--- src/rtl/shot_sequencer.sv ---
// Cannon-shot sequencer: fire edge -> per-tick ballistic flight -> result hold -> idle, with scoring.
// Define SHOT_SCORE_BCD_EN for a 4-digit packed BCD score (saturates at 9999) instead of binary.
module shot_sequencer #(
   parameter int TICK_DIV     = 50000000,
   parameter int X_INIT       = 213,
   parameter int Y_INIT       = 472,
   parameter int GROUND_Y     = 472,
   parameter int Y_MIN        = 51,
   parameter int X_MAX        = 775,
   parameter int TGT_XL       = 650,
   parameter int TGT_XR       = 675,
   parameter int GRAV         = 1,
   parameter int RESULT_TICKS = 2
) (
   input  logic        clk,
   input  logic        reset,
   input  logic        fire,
   input  logic [3:0]  vx_sel,
   input  logic [3:0]  vy_sel,
   output logic [9:0]  proj_x,
   output logic [9:0]  proj_y,
   output logic        busy,
   output logic        hit_pulse,
   output logic        miss_pulse,
   output logic        last_hit,
   output logic [15:0] score
);

   localparam int CNT_W = (TICK_DIV > 1) ? $clog2(TICK_DIV) : 1;
   localparam int RES_W = (RESULT_TICKS > 1) ? $clog2(RESULT_TICKS) : 1;

   localparam logic [CNT_W-1:0]  CNT_LAST = CNT_W'(TICK_DIV - 1);
   localparam logic [RES_W-1:0]  RES_LAST = RES_W'(RESULT_TICKS - 1);
   localparam logic [9:0]        X0       = 10'(X_INIT);
   localparam logic [9:0]        Y0       = 10'(Y_INIT);
   localparam logic [10:0]       XMAX11   = 11'(X_MAX);
   localparam logic [10:0]       TGTL11   = 11'(TGT_XL);
   localparam logic [10:0]       TGTR11   = 11'(TGT_XR);
   localparam logic signed [10:0] GROUND_S = 11'(GROUND_Y);
   localparam logic signed [10:0] YMIN_S   = 11'(Y_MIN);
   localparam logic signed [7:0]  GRAV8    = 8'(GRAV);

   typedef enum logic [1:0] {
      S_IDLE,
      S_FLIGHT,
      S_RESULT
   } state_t;

   state_t             state_q, state_d;
   logic [CNT_W-1:0]   cnt_q, cnt_d;
   logic [RES_W-1:0]   res_cnt_q, res_cnt_d;
   logic               fire_q, fire_d;
   logic [3:0]         vx_q, vx_d;
   logic signed [7:0]  vy_q, vy_d;
   logic [9:0]         proj_x_q, proj_x_d;
   logic [9:0]         proj_y_q, proj_y_d;
   logic               hit_pulse_q, hit_pulse_d;
   logic               miss_pulse_q, miss_pulse_d;
   logic               last_hit_q, last_hit_d;
   logic [15:0]        score_q, score_d;

   logic               tick;
   logic               fire_edge;
   logic [10:0]        x_next;
   logic signed [10:0] y_next;
   logic               on_target;
   logic [15:0]        score_inc;

`ifdef SHOT_SCORE_BCD_EN
   function automatic logic [15:0] bcd_inc(input logic [15:0] v);
      logic [15:0] r;
      logic        carry;
      r     = v;
      carry = 1'b1;
      for (int i = 0; i < 4; i++) begin
         if (carry) begin
            if (v[i*4 +: 4] == 4'd9) begin
               r[i*4 +: 4] = 4'd0;
            end else begin
               r[i*4 +: 4] = v[i*4 +: 4] + 4'd1;
               carry       = 1'b0;
            end
         end
      end
      return r;
   endfunction

   assign score_inc = (score_q == 16'h9999) ? score_q : bcd_inc(score_q);
`else
   assign score_inc = (score_q == 16'hFFFF) ? score_q : score_q + 16'd1;
`endif

   assign tick      = (cnt_q == CNT_LAST);
   assign fire_edge = fire & ~fire_q;
   assign x_next    = {1'b0, proj_x_q} + {7'd0, vx_q};
   // vy_cur is signed: once it goes negative the projectile falls
   assign y_next    = $signed({1'b0, proj_y_q}) - $signed({{3{vy_q[7]}}, vy_q});
   assign on_target = (x_next >= TGTL11) && (x_next <= TGTR11);

   always_comb begin
      state_d      = state_q;
      cnt_d        = tick ? '0 : cnt_q + 1'b1;
      res_cnt_d    = res_cnt_q;
      fire_d       = fire;
      vx_d         = vx_q;
      vy_d         = vy_q;
      proj_x_d     = proj_x_q;
      proj_y_d     = proj_y_q;
      hit_pulse_d  = 1'b0;
      miss_pulse_d = 1'b0;
      last_hit_d   = last_hit_q;
      score_d      = score_q;

      unique case (state_q)
         S_IDLE: begin
            proj_x_d = X0;
            proj_y_d = Y0;
            if (fire_edge) begin
               // restart the tick phase so the first step is a full tick away
               vx_d      = vx_sel;
               vy_d      = {4'd0, vy_sel};
               cnt_d     = '0;
               res_cnt_d = '0;
               state_d   = S_FLIGHT;
            end
         end
         S_FLIGHT: begin
            if (tick) begin
               vy_d = vy_q - GRAV8;
               if (x_next >= XMAX11) begin
                  miss_pulse_d = 1'b1;
                  last_hit_d   = 1'b0;
                  res_cnt_d    = '0;
                  state_d      = S_RESULT;
               end else if (y_next >= GROUND_S) begin
                  proj_x_d  = x_next[9:0];
                  proj_y_d  = 10'(GROUND_Y);
                  res_cnt_d = '0;
                  state_d   = S_RESULT;
                  if (on_target) begin
                     hit_pulse_d = 1'b1;
                     last_hit_d  = 1'b1;
                     score_d     = score_inc;
                  end else begin
                     miss_pulse_d = 1'b1;
                     last_hit_d   = 1'b0;
                  end
               end else if (y_next < YMIN_S) begin
                  proj_x_d = x_next[9:0];
                  proj_y_d = 10'(Y_MIN);
               end else begin
                  proj_x_d = x_next[9:0];
                  proj_y_d = y_next[9:0];
               end
            end
         end
         S_RESULT: begin
            if (tick) begin
               if (res_cnt_q == RES_LAST) begin
                  proj_x_d  = X0;
                  proj_y_d  = Y0;
                  res_cnt_d = '0;
                  state_d   = S_IDLE;
               end else begin
                  res_cnt_d = res_cnt_q + 1'b1;
               end
            end
         end
         default: begin
            state_d = S_IDLE;
         end
      endcase
   end

   always_ff @(posedge clk or posedge reset) begin
      if (reset) begin
         state_q      <= S_IDLE;
         cnt_q        <= '0;
         res_cnt_q    <= '0;
         fire_q       <= 1'b0;
         vx_q         <= '0;
         vy_q         <= '0;
         proj_x_q     <= X0;
         proj_y_q     <= Y0;
         hit_pulse_q  <= 1'b0;
         miss_pulse_q <= 1'b0;
         last_hit_q   <= 1'b0;
         score_q      <= '0;
      end else begin
         state_q      <= state_d;
         cnt_q        <= cnt_d;
         res_cnt_q    <= res_cnt_d;
         fire_q       <= fire_d;
         vx_q         <= vx_d;
         vy_q         <= vy_d;
         proj_x_q     <= proj_x_d;
         proj_y_q     <= proj_y_d;
         hit_pulse_q  <= hit_pulse_d;
         miss_pulse_q <= miss_pulse_d;
         last_hit_q   <= last_hit_d;
         score_q      <= score_d;
      end
   end

   assign proj_x     = proj_x_q;
   assign proj_y     = proj_y_q;
   assign busy       = (state_q != S_IDLE);
   assign hit_pulse  = hit_pulse_q;
   assign miss_pulse = miss_pulse_q;
   assign last_hit   = last_hit_q;
   assign score      = score_q;

endmodule

--- config.mk ---
export PLATFORM = sky130hd
export DESIGN_NAME = shot_sequencer
export DESIGN_NICKNAME = d
export VERILOG_FILES = /design/src/rtl/shot_sequencer.sv
export SDC_FILE = /design/constraint.sdc
export NUM_CORES = 1
export LEC_CHECK = 0
export CORE_MARGIN = 1
export CORE_UTILIZATION = 40
export DETAILED_ROUTE_END_ITERATION = 8
export MAX_ROUTING_LAYER = met4
export PLACE_DENSITY_LB_ADDON = 0.2
export SLEW_MARGIN = 20
export SYNTH_ARGS = -nofsm -noshare
export SYNTH_HDL_FRONTEND = slang
export SYNTH_SLANG_ARGS = --single-unit
export TNS_END_PERCENT = 20
--- constraint.sdc ---
create_clock -name clk -period 3.7 [get_ports clk]
set_input_delay 1.11 -clock clk [delete_from_list [all_inputs] [get_ports clk]]
set_output_delay 1.11 -clock clk [all_outputs]
set_load 0.02 [all_outputs]
== Yosys cells after proc, flatten, opt, wreduce, memory -nomap -nowiden ==
Index checks and enable logic that the tools add are counted.
Operators by class
  bitwise operators: 4
  equal/unequal tests: 10
  add/subtract/negate cells: 6
  $lt $le $gt $ge: 5
  reduce and logical (&&, ||, !) cells: 13
  multiplexer cells: 44
Operator list (count)
  $mux W10: 10
  $mux W26: 3
  $pmux W10 S3: 2
  $ge A11 B10 Y1 const B: 3
  $add A26 B1 Y26 const B: 1
  $eq A26 B26 Y1 const B: 1
  $mux W1: 18
  $add A16 B1 Y16 const B: 1
  $eq A16 B16 Y1 const B: 1
  $mux W8: 2
  $pmux W8 S2: 1
  $reduce_and A5 Y1: 3
  $mux W2: 6
  $add A10 B4 Y11: 1
  $le A11 B10 Y1 const B: 1
  $lt A11 B7 Y1 const B: 1
  $sub A11 B8 Y11: 1
  $ne A2 B2 Y1 const B: 5
  $sub A8 B2 Y8 const B: 1
  $pmux W2 S3: 1
  $reduce_and A3 Y1: 2
  $reduce_and A6 Y1: 1
  $reduce_bool A2 Y1: 3
  $ne A3 B3 Y1 const B: 1
  other kinds (10): 12
Storage, ports and cells
  output and inout bits: 40
  register bits: 81
  input bits: 11
  logic and storage cells: 94

== Longest topological paths before layout ==
  word-level depth: 8
  depth in mapped cells: 12
  depth with buffers taken out: 11

== Worst setup path after synthesis ==
No wires, ideal clock.
  kind: flip-flop to flip-flop
  start point: register proj_x_q[0], in the netlist proj_x[0]
  end point: register proj_y_q[1], in the netlist proj_y[1]
  setup time: 0.066 ns
  clock period less this slack: 3.060 ns
  required time: 3.634 ns
  arrival time: 2.994 ns
  path slack: 0.640 ns
  cell stages (with the launch flop): 12
  path buffers: 1
  cells stage by stage: dfstp_2 > ha_1 > fa_1 > nand3_1 > a2111oi_0 > nor3_1 > nor4_1 > o21ai_1 > or2_2 > buf_2 > nor2_1 > a22o_1
On the way
  cells in the longest elaborated chain, start to end: 4
Ends and longest elaborated chain
  from (decl): RTL line 55  | logic [9:0] proj_x_q, proj_x_d;
  from (signal assigned): RTL line 196  | proj_x_q <= proj_x_d;
  $add A10 B4 Y11: RTL line 95  | assign x_next = {1'b0, proj_x_q} + {7'd0, vx_q};
  $ge A11 B10 Y1: RTL line 130  | if (x_next >= XMAX11) begin
  $ne A2 B2 Y1 (no line)
  $reduce_and A5 Y1 (no line)
  to (signal assigned): RTL line 197  | proj_y_q <= proj_y_d;
  to (decl): RTL line 56  | logic [9:0] proj_y_q, proj_y_d;
Every way passes these cells.
A chain may end at the register's enable or synchronous reset.

== Final worst setup path ==
  start point: register proj_x_q[0], in the netlist proj_x[0]
  end point: register score_q[14], in the netlist score[14]
On the way
  cells in the longest elaborated chain, start to end: 4
  elaborated cells on any way between the ends: 7
  those cells by class: add/sub (1); order compare (3); bitwise (1); reduce/logical (2)
Ends and longest elaborated chain
  $add A10 B4 Y11 *: RTL line 95
  $ge A11 B10 Y1 (tied with other cells): RTL line 98  | assign on_target = (x_next >= TGTL11) && (x_next <= TGTR11);
  $logic_and A1 B1 Y1 or $not A1 Y1 (tied branches)
  $reduce_and A6 Y1 (no line) *
  to (signal assigned): RTL line 201  | score_q <= score_d;
  to (decl): RTL line 60  | logic [15:0] score_q, score_d;
Every way passes the cells marked *; elsewhere a longest branch is shown, timed or not.

==> flow_summary.toml <==
[placed_design]
port_buffers = 50
gp_congestion = 0.886
dpl.hpwl_mm = 8.34

[setup_path]
cp_top_family = "compound AO/OA/AOI/OAI gates"
cp_slowest_cell = "dfstp_2"
cp.arrival_ns = 3.64
crit_chain = "ha_1, fa_1, nand3_1, a21oi_1, mux2i_1, o211ai_1, a211oi_4, o2111ai_4, or4_1, xnor2_1"
rrSetupSlack_ns = 0.28
crit_fanout = 16
critPathCaptureType = "register"
r2r_end = "score[14]"
slowest_delay_ns = 0.54
r2r-start = "proj_x[0]"
cp_num_buf_inv = 0
crit_end = "score[14]"
critPathKind = "reg -> reg"
required_ns = 3.92
ff2ff_path_depth = 10
cp-startpoint = "proj_x[0]"
worst_setup_path_start_kind = "register"
cp.depth = 10

[power]
p_seq_share_pct = 48.7
p_total_mw = 1.85
p_sw_share_pct = 23.7
p_sw_mw = 0.438
ir_drop_uv = 179
power.leakage_nw = 2.54
p_int_mw = 1.41
p_comb_share_pct = 5.4
powerDensity_mw_per_mm2 = 317
clkPwrFrac_pct = 46.0

[floorplan]
initial_utilization_pct = 41.7
core_sq_mm = 0.0116
std_cell_rows = 39
fp.dieArea_sq_mm = 0.0126
die_h_um = 112
die_width_um = 112
ios = 51

[routing]
wl_mm = 11.3
initialDrtViolationCount = 238
post_drt_wl_per_cell_um = 15.5
drc = 4
vias_per_cell = 5.56
first_pass_iters = 6
ant_nets = 0
num_vias = 4052

[clocking]
cts_max_level = 3
clock_sinks = 81
cts_buffer_depth = 2
cts_root_buffer = "clkbuf_16"
cts_tree = "done"
cts_buffers = 9
ctsHoldBuffers = 0
clk_pin_slew_ns = 0.07
clk_latency_ns = 0.34

[logic_synthesis]
synth_nets = 555
yosys_warnings = 0
syn_inst = 525
synth_edf_count = 0
synthArstFlopShare_pct = 100
syn_area_per_cell_sq_um = 9.23
netlist_area_sq_mm = 0.00484
synth_seq_area_share_pct = 42.1
ys.flop_type = "dfrtp_1"
ys_ff_latch = 81
synth_cell_types = 63

[outcome]
status = "finished, violations left"
failed_checks = "DRC"

[cells_and_area]
nets = 611
most-common-layout-cells = "dfrtp_1, nor2_1, clkdlybuf4s50_1"
syn_to_final_growth_pct = 20.1
drive_gt1_share_pct = 9.39
antennaDiodeCount = 0
final_common_cell = "dfrtp_1"

[timing]
relSlewSlack_pct = 58.3
final_hold_viol_count = 0
fmax_mhz = 293
tightest_slew_ns = 0.621
grt_setup_unrepaired = "false"
min_period_ns = 3.42
setup_tns_ns = 0
post-route-period-util_pct = 92.3
drv_slew = 0
clock-skew-final_ns = 0.0138
setup_viol = 0

[job]
drv_cap = 0

[hold_path]
hold_start = "score[4]"
hp-class = "reg -> reg"

[global_route]
grt_pass1_vias = 3911
grt_usage_pct = 19.7
grt_max_degree = 49
overflow = 0
antenna_found_initial = 0
grt_pass1_wl_mm = 19.2
==> timing repair <==
item,in CTS,in global routing
buffers inserted,0,0
endpoints found under the setup margin,0,5
gates resized for setup,0,1
==> worst min path at each step <==
stage | endpoint | slack [ns] | cells after the start
floorplan | vy_q[2] | 0.47 | 2
global placement | score[4] | 0.49 | 1
detailed placement | score[4] | 0.48 | 1
CTS | score[4] | 0.50 | 1
global route | score[4] | 0.52 | 1
finish | score[4] | 0.50 | 1
==> cell type report <==
class | instances | area [sq um]
inverter | 26 | 98.8
clock inverter | 5 | 41.3
fill | 1097 | 5790
multi-input combinational | 405 | 2650
sequential | 81 | 2040
clock buffer | 11 | 243
timing repair buffer | 58 | 573
tap | 143 | 179
==> metal layers <==
metal | global-route usage [%] | up-vias | share of wire (%)
met1 | 27.6 | 1960 | 49
met3 | 3.24 | 15 | 4.0
li1 | - | 1994 | -
met2 | 29.4 | 83 | 45
met4 | 5.96 | 0 | 1.4
met5 | - | - | 0
==> Yosys cell counts (4+ instances only) <==
master / n / area share, %
xor2_1: 28 / 5.1
mux2_2: 6 / 1.4
nor4_1: 10 / 1.3
ha_1: 17 / 4.4
xnor2_1: 25 / 4.5
or3_1: 6 / 0.77
nand3_1: 23 / 2.4
o21a_1: 8 / 1.2
a21oi_1: 34 / 3.5
a211oi_1: 6 / 0.93
o21ai_0: 21 / 2.2
o211ai_1: 5 / 0.77
dfstp_2: 10 / 5.4
and3_1: 8 / 1.0
nor2b_1: 5 / 0.65
buf_2: 4 / 0.41
nor2_1: 61 / 4.7
a22o_1: 6 / 1.1
inv_1: 26 / 2.0
clkbuf_1: 7 / 0.54
a21o_1: 5 / 0.77
nor3_1: 18 / 1.9
dfrtp_1: 71 / 37
nand4_1: 10 / 1.3
nand2_1: 44 / 3.4
o22ai_1: 4 / 0.52
or2_2: 6 / 0.77
==> power groups by stage <==
stage | Clock (mW) | Sequential, mW | Combinational, mW
after global routing | 0.903 | 0.899 | 0.112
after detailed placement | 0 | 0.915 | 0.0995
after CTS | 0.864 | 0.899 | 0.101
after global placement | 0 | 0.914 | 0.0988
final | 0.849 | 0.899 | 0.0996
after floorplan | 0 | 0.913 | 0.0675
==> flip-flops by register name, indices dropped and copies added (netlist names) <==
signal      cells
cnt_q          26
fire_q          1
hit_pulse       1
last_hit        1
miss_pulse      1
proj_x         10
proj_y         10
res_cnt_q       1
score          16
state_q         2
vx_q            4
vy_q            8
==> through the flow <==
step / std cells / utilization (%) / hold WS, ns / setup WS, ns / area, sq um
final: 729 / 50.1 / 0.504 / 0.284 / 5820
after global routing: 729 / 50.1 / 0.516 / 0.0434 / 5820
after CTS: 729 / 50.1 / 0.499 / 0.243 / 5820
after detailed placement: 713 / 47.7 / 0.483 / 0.276 / 5530
after global placement: 713 / 47.7 / 0.488 / 0.375 / 5530
after floorplan: 525 / - / 0.470 / 0.526 / 4840
==> kinds of logic (layout without fill, tap and decap cells) <==
kind of cell	count (synthesis)	in the layout	synth area share (%)
AND/OR/NAND/NOR	212	212	21.6
AO/OA/AOI/OAI	112	112	16.0
flip-flops	81	81	42.1
XOR/XNOR	53	53	9.58
buffers and inverters	39	100	3.43
adder cells (fa/ha/maj)	19	19	5.22
multiplexers	9	9	2.01
Note: power is estimated with default switching activity, not from simulation.
